## config.mk

```make
export PLATFORM = sky130hd
export DESIGN_NAME = zero_count_sequencer
export DESIGN_NICKNAME = d
export VERILOG_FILES = /design/src/rtl/zero_count_sequencer_pkg.sv /design/src/rtl/ZeroCounter.sv /design/src/rtl/zero_count_sequencer.sv
export SDC_FILE = /design/constraint.sdc
export NUM_CORES = 1
export LEC_CHECK = 0
export BUFFER_PORTS_ARGS = -buffer_cell sky130_fd_sc_hd__buf_2
export CAP_MARGIN = 0
export CORE_MARGIN = 2
export CORE_UTILIZATION = 37
export DETAILED_ROUTE_END_ITERATION = 12
export PLACE_DENSITY_LB_ADDON = 0.2
export SLEW_MARGIN = 40
export SYNTH_ARGS = -nofsm -noshare
export SYNTH_HDL_FRONTEND = slang
export SYNTH_SLANG_ARGS = --single-unit
```

## constraint.sdc

```tcl
create_clock -name clk -period 5.9 [get_ports clk]
set_input_delay 0.295 -clock clk [delete_from_list [all_inputs] [get_ports clk]]
set_output_delay 0.295 -clock clk [all_outputs]
set_load 0.02 [all_outputs]
```

## src/rtl/zero_count_sequencer_pkg.sv

```systemverilog
// Shared constants and helpers for the multi-cycle zero-count engine.
`ifndef ZCS_CLOG2
`define ZCS_CLOG2(x) (((x) <= 1) ? 1 : $clog2(x))
`endif

package zero_count_sequencer_pkg;
   localparam logic [1:0] IDLE = 2'd0;
   localparam logic [1:0] RUN  = 2'd1;
   localparam logic [1:0] DONE = 2'd2;

   function automatic int num_chunks(input int op_w, input int chunk_w);
      return op_w / chunk_w;
   endfunction

   function automatic int idx_width(input int n);
      return `ZCS_CLOG2(n);
   endfunction
endpackage

```

## src/rtl/ZeroCounter.sv

```systemverilog
// Combinational count of 0 bits in a WIDTH-bit word.
module ZeroCounter #(
   parameter int WIDTH = 16,
   localparam int CW   = `ZCS_CLOG2(WIDTH + 1)
) (
   input  logic [WIDTH-1:0] din,
   output logic [CW-1:0]    count
);
   always_comb begin
      count = '0;
      for (int i = 0; i < WIDTH; i++)
         count = count + CW'(~din[i]);
   end
endmodule

```

## src/rtl/zero_count_sequencer.sv

```systemverilog
// Streams a wide operand through one narrow ZeroCounter, one chunk per cycle,
// accumulating into a saturating result register.
module zero_count_sequencer
   import zero_count_sequencer_pkg::*;
#(
   parameter int OP_WIDTH    = 64,
   parameter int CHUNK_WIDTH = 16,
   parameter int RES_WIDTH   = 16
) (
   input  logic                 clk,
   input  logic                 rst,
   input  logic                 start,
   input  logic                 acc,
   input  logic                 abort,
   input  logic [OP_WIDTH-1:0]  operand,
   output logic                 busy,
   output logic                 done,
   output logic [RES_WIDTH-1:0] result,
   output logic                 sat
);
   localparam int NUM_CHUNKS = num_chunks(OP_WIDTH, CHUNK_WIDTH);
   localparam int IDX_W      = idx_width(NUM_CHUNKS);
   localparam int ZC_W       = `ZCS_CLOG2(CHUNK_WIDTH + 1);
   localparam logic [IDX_W-1:0]     LAST_IDX = IDX_W'(NUM_CHUNKS - 1);
   localparam logic [RES_WIDTH-1:0] MAXV     = '1;

   logic [1:0]           state;
   logic [OP_WIDTH-1:0]  shreg;
   logic [IDX_W-1:0]     idx;
   logic [RES_WIDTH-1:0] sum;
   logic                 op_sat;
   logic [ZC_W-1:0]      zc;
   logic [RES_WIDTH:0]   raw;
   logic                 clamp;
   logic [RES_WIDTH-1:0] sum_nxt;
   logic                 accept;

   ZeroCounter #(.WIDTH(CHUNK_WIDTH)) u_zc (
      .din   (shreg[CHUNK_WIDTH-1:0]),
      .count (zc)
   );

   // One extra bit on the add exposes the carry that triggers clamping.
   always_comb begin
      raw     = {1'b0, sum} + (RES_WIDTH+1)'(zc);
      clamp   = raw[RES_WIDTH];
      sum_nxt = clamp ? MAXV : raw[RES_WIDTH-1:0];
   end

   assign accept = start && (state == IDLE || state == DONE);
   assign busy   = (state == RUN);
   assign done   = (state == DONE);

   always_ff @(posedge clk or posedge rst) begin
      if (rst) begin
         state  <= IDLE;
         shreg  <= '0;
         idx    <= '0;
         sum    <= '0;
         op_sat <= 1'b0;
         result <= '0;
         sat    <= 1'b0;
      end else if (state == RUN) begin
         if (abort) begin
            state <= IDLE;
         end else begin
            sum    <= sum_nxt;
            shreg  <= shreg >> CHUNK_WIDTH;
            idx    <= idx + 1'b1;
            op_sat <= op_sat | clamp;
            if (idx == LAST_IDX) begin
               result <= sum_nxt;
               sat    <= sat | op_sat | clamp;
               state  <= DONE;
            end
         end
      end else if (accept) begin
         // DONE accepts exactly like IDLE so back-to-back issue needs no gap.
         shreg  <= operand;
         idx    <= '0;
         sum    <= acc ? result : '0;
         op_sat <= 1'b0;
         if (!acc) sat <= 1'b0;
         state  <= RUN;
      end else begin
         state <= IDLE;
      end
   end
endmodule

```

# --- After elaboration in Yosys (flattened, before gate mapping) ---
# Cells that the tools add are included.
# W data, S select, Z words.
totals:
  ff_bits: 102
  input_bits: 69
  output_inout_bits: 19
  word_cells: 81
op_classes:
  n_addsub: 17
  n_eq_ne: 7
  muxes: 23
  bitwise_logic: 20
  reduce_logical: 7
ops:
  columns: ["cell", "count"]
  rows:
  - ["$mux W64", 3]
  - ["$mux W16", 5]
  - ["$not A1 Y5", 16]
  - ["$add A5 B5 Y5", 15]
  - ["$add A16 B5 Y17", 1]
  - ["$mux W2", 6]
  - ["$mux W1", 9]
  - ["$eq A2 B2 Y1 const B", 2]
  - ["$ne A2 B1 Y1 const B", 2]
  - ["$reduce_and A4 Y1", 1]
  - ["$ne A3 B2 Y1 const B", 1]
  - ["$or A1 B1 Y1", 3]
  - ["$reduce_and A3 Y1", 1]
  - ["$add A2 B1 Y2 const B", 1]
  - ["$eq A2 B1 Y1 const B", 1]
  - ["$logic_not A2 Y1", 1]
  - ["$ne A2 B2 Y1 const B", 1]
  - ["$reduce_and A2 Y1", 1]
  - ["$reduce_bool A2 Y1", 1]
  - ["$logic_and A1 B1 Y1", 1]
  - ["$logic_or A1 B1 Y1", 1]
  - ["$not A1 Y1", 1]

# --- Logic depth before layout (Yosys ltp) ---
depth:
  ltp_word: 21
  ltp_mapped: 19
  ltp_nobuf: 18

# --- Modules after synthesis ---
# Synthesis repeated with hierarchy kept, for this count alone.
unflattened:
  cells_unflattened: 612
  hier_area_um2: 5352.6
modules_own_cells:
  columns: ["mod", "n_inst", "cells_per_inst", "area_per_inst_um2", "seq_area_each_um2"]
  rows:
  - ["zero_count_sequencer", 1, 574, 4978.5, 2552.4]
  - ["ZeroCounter", 1, 38, 374.1, 0.0]

# --- Worst setup path before layout ---
# OpenSTA, ideal clock, no wires.
synth_timing:
  path_type: "register to register"
  from: "register shreg[0]"
  to: "register sum[9]"
  t_arrival_ps: 4516
  slack_ps: 1288
  stages_incl_launch_ff: 17
  path_buffers: 0
  cell_sequence: "dfrtp_1 -> fa_1 -> inv_1 -> fa_1 -> fa_1 -> fa_1 -> ha_1 -> fa_1 -> a21oi_1 -> nor2b_1 -> ha_1 -> a21oi_4 -> nand2_4 -> o21ai_2 -> nor2_2 -> and4_1 -> nor4_2"
synth_between:
  elab_chain_cells: 20
synth_lines:
  columns: ["element", "line", "rtl"]
  rows:
  - ["start: declaration", "zero_count_sequencer.sv:28", "logic [OP_WIDTH-1:0] shreg;"]
  - ["start signal: assignment", "zero_count_sequencer.sv:68", "shreg <= shreg >> CHUNK_WIDTH;"]
  - ["start signal: assignment", "zero_count_sequencer.sv:79", "shreg <= operand;"]
  - ["$not A1 Y5", "ZeroCounter.sv:12", "count = count + CW'(~din[i]);"]
  - ["$add A5 B5 Y5 (15 in series)", "ZeroCounter.sv:12", null]
  - ["$add A16 B5 Y17", "zero_count_sequencer.sv:45", "raw = {1'b0, sum} + (RES_WIDTH+1)'(zc);"]
  - ["$mux W16", "zero_count_sequencer.sv:47", "sum_nxt = clamp ? MAXV : raw[RES_WIDTH-1:0];"]
  - ["$mux W16", "zero_count_sequencer.sv:64", "if (abort) begin"]
  - ["$mux W16", "zero_count_sequencer.sv:63", "end else if (state == RUN) begin"]
  - ["end signal: assignment", "zero_count_sequencer.sv:67", "sum <= sum_nxt;"]
  - ["end signal: assignment", "zero_count_sequencer.sv:81", "sum <= acc ? result : '0;"]
  - ["end: declaration", "zero_count_sequencer.sv:30", "logic [RES_WIDTH-1:0] sum;"]
# Every way passes these cells. The select of a mux whose other input is x is not followed.
# A chain may end at the register's enable or synchronous reset.

# --- Worst setup path after layout ---
# Same ends and word-level chain as after synthesis.

==> reports/summary.txt <==
via count -> 4350
Post-Syn Instances -> 615
GRT Overall Usage -> 18.48%
post_cts resized -> 0
CP Class -> reg -> reg
Primary FF master, synth -> dfrtp_1
row count -> 43
largest stage delay on the critical path -> 0.55 ns
RSZ-0062 raised after global routing -> no
IO Pins -> 88
Synth Cell Area -> 0.005291 mm2
FF-to-FF path depth -> 15
Final Cycle Share -> 84.82%
Synth warnings -> 0
max_cap viols -> 0
Yosys reg bits -> 102
Die Span Y -> 123.6 um
die area -> 0.01527 mm2
register area share after synthesis -> 48.24%
via/cell ratio -> 5.035
most frequent cells in the layout -> nand2_1 (163), dfrtp_1 (102), buf_2 (87), nor2_1 (71), a31oi_1 (54)
initial antenna violation count -> 0
clock period minus worst slack -> 5.004 ns
post-CTS setup buffer count -> 0
detailed-route wire length -> 13.44 mm
final setup vio count -> 0
CP bufs+invs -> 1
Yosys cell types -> 50
Min-Delay Path Class -> in -> async
crit start category -> register
Sink Count -> 102
Crit path max-delay family -> adder cells
commonest non-fill, non-tap cell in the layout -> nand2_1
final hold vios -> 0
DRC -> 0
Clock H-tree levels -> 3
CTS tree -> done
CTS max path bufs -> 2
Routability Congestion -> 0.8429
antenna cells -> 0
root buf cell -> clkbuf_16
Data required, critical path -> 6.14 ns
Worst EP arrival -> 5.24 ns
core box area -> 0.01393 mm2
Post-synth EDFFs -> 0
outcome -> completed
register area -> 0.002552 mm2
final worst slack -> 0.8959 ns
drt wl/cell -> 15.56 um
DRC violation total after the first TritonRoute iteration -> 323
Max-Slew Margin vs Limit -> 46.32%
clk slew on worst S/H paths -> 0.07 ns
Worst-Margin Slew -> 0.8051 ns
grt total ovfl -> 0
port bufs -> 87
Area Overhead vs Synth -> 16.62%
pre-CTS setup slack -> 0.9135 ns
hold_buf cts -> 0
Max Slew Vio Count -> 0
Final Instance Area -> 0.006171 mm2
Crit. End Element -> register
CTS Buf Count -> 9
starting density of the core -> 37.97%
R2R Setup Slk -> 0.90 ns
asr flop ratio synth -> 100.0%
share of cells above drive strength 1 -> 19.15%
vias in the first global route -> 4326
crit path max-delay cell type -> fa_1
CP Max Fanout -> 11
end of the worst register-to-register path -> sum[9]$_DFFE_PP0P_
Syn Nets -> 706
setup tns final -> 0 ns
FMAX -> 199.8 MHz
Clock Latency Late Sink -> 0.35 ns
area of the multi-input gates -> 0.002506 mm2
antenna viol nets, final -> 0
first-pass GRT wire length -> 21.78 mm
Area after DPL -> 0.005848 mm2
Worst R2R Start -> shreg[0]$_DFFE_PP0P_
net count reported at finish -> 770
syn_area_per_cell -> 8.604 um2
cell breakdown of the critical path -> fa_1 > inv_1 > fa_1 > fa_1 > fa_1 > ha_1 > fa_1 > a21oi_1 > nor2b_1 > ha_1 > a21oi_4 > o22ai_4 > nand3_2 > and4_1 > nor4_2
chip width -> 123.6 um
Fill cells -> 1392
largest net degree at the start of global routing -> 114
Clock Skew -> 0.007266 ns
Post-DP HPWL -> 9.369 mm
First-pass DRT Iterations -> 5
Critical Path Most Common Cell -> fa_1
[routing by layer]
metal	track usage, %	vias up	part of all wire, %
met5	0	-	0
met4	6.392	0	1.3
met3	2.564	12	3.7
met2	27.71	103	46
met1	27.40	2038	49
li1	-	2197	-
[final cells by class]
type / count / area share (%)
flip-flops and latches: 102 / 41.36
clock inverters: 4 / 0.9124
inverters: 23 / 1.480
clock buffers: 12 / 3.994
well taps: 180 / 3.650
repair buffers: 93 / 7.989
multi-input cells: 450 / 40.61
[cells by family (layout without fill, tap and decap cells)]
kind of cell,after synthesis,after routing,synth area share (%)
flip-flops,102,102,48.24
multiplexers,1,1,0.1892
XOR/XNOR,11,11,1.821
buffers and inverters,63,132,4.847
AND/OR/NAND/NOR,275,275,21.78
adder cells (fa/ha/maj),22,22,6.763
AO/OA/AOI/OAI,141,141,16.36
[worst max-delay path by stage]
stage / startpoint / endpoint / cells past startpoint
after global placement: shreg[0]$_DFFE_PP0P_ / sum[0]$_DFFE_PP0P_ / 16
after global routing: shreg[0]$_DFFE_PP0P_ / sum[7]$_DFFE_PP0P_ / 16
final: shreg[0]$_DFFE_PP0P_ / sum[9]$_DFFE_PP0P_ / 15
after CTS: shreg[0]$_DFFE_PP0P_ / sum[7]$_DFFE_PP0P_ / 16
after detailed placement: shreg[0]$_DFFE_PP0P_ / sum[9]$_DFFE_PP0P_ / 15
after floorplan: shreg[0]$_DFFE_PP0P_ / sum[9]$_DFFE_PP0P_ / 16
[through the flow]
step           utilization [%]  cells  hold WS (ns)
3_5_place_dp             41.97    847        0.4066
5_1_grt                  44.28    864       0.04042
6_report                 44.28    864      0.003346
3_3_place_gp             41.85    847        0.3960
2_1_floorplan                -    615        0.4118
4_1_cts                  44.14    863       0.02720
[Yosys cell counts (3+ instances only)]
| library cell | count | area, um2 |
|---|---|---|
| nand2_1 | 164 | 615.6 |
| dfrtp_1 | 102 | 2552 |
| nor2_1 | 72 | 270.3 |
| a31oi_1 | 54 | 337.8 |
| o21ai_0 | 34 | 170.2 |
| clkbuf_1 | 27 | 101.4 |
| a21oi_1 | 25 | 125.1 |
| inv_1 | 21 | 78.83 |
| fa_1 | 11 | 220.2 |
| ha_1 | 11 | 137.6 |
| buf_2 | 10 | 50.05 |
| nand3_1 | 10 | 50.05 |
| o21ai_1 | 6 | 30.03 |
| xnor2_1 | 6 | 52.55 |
| xor2_1 | 5 | 43.79 |
| o22ai_1 | 4 | 25.02 |
| and3_1 | 3 | 18.77 |
| nand2b_1 | 3 | 18.77 |
| nand3_2 | 3 | 30.03 |
| nor2_2 | 3 | 18.77 |
| nor2b_1 | 3 | 18.77 |
| nor3_1 | 3 | 15.01 |
[worst reg2reg max path, delay by kind of cell, from the launching register on]
family / cells / cell delay, ns
flip-flops: 1 / 0.41
adder cells (fa/ha/maj): 7 / 3.04
AND/OR/NAND/NOR: 4 / 0.88
buffers and inverters: 1 / 0.06
AO/OA/AOI/OAI: 3 / 0.52
[state kept, by name, summed over array words and instances, names as in the netlist]
register / flops
idx: 2
result: 16
shreg: 64
sat: 1
sum: 16
state: 2
op_sat: 1
Power is not shown: default switching activity piles up to over one toggle a cycle in this logic, so the estimate is an artifact.
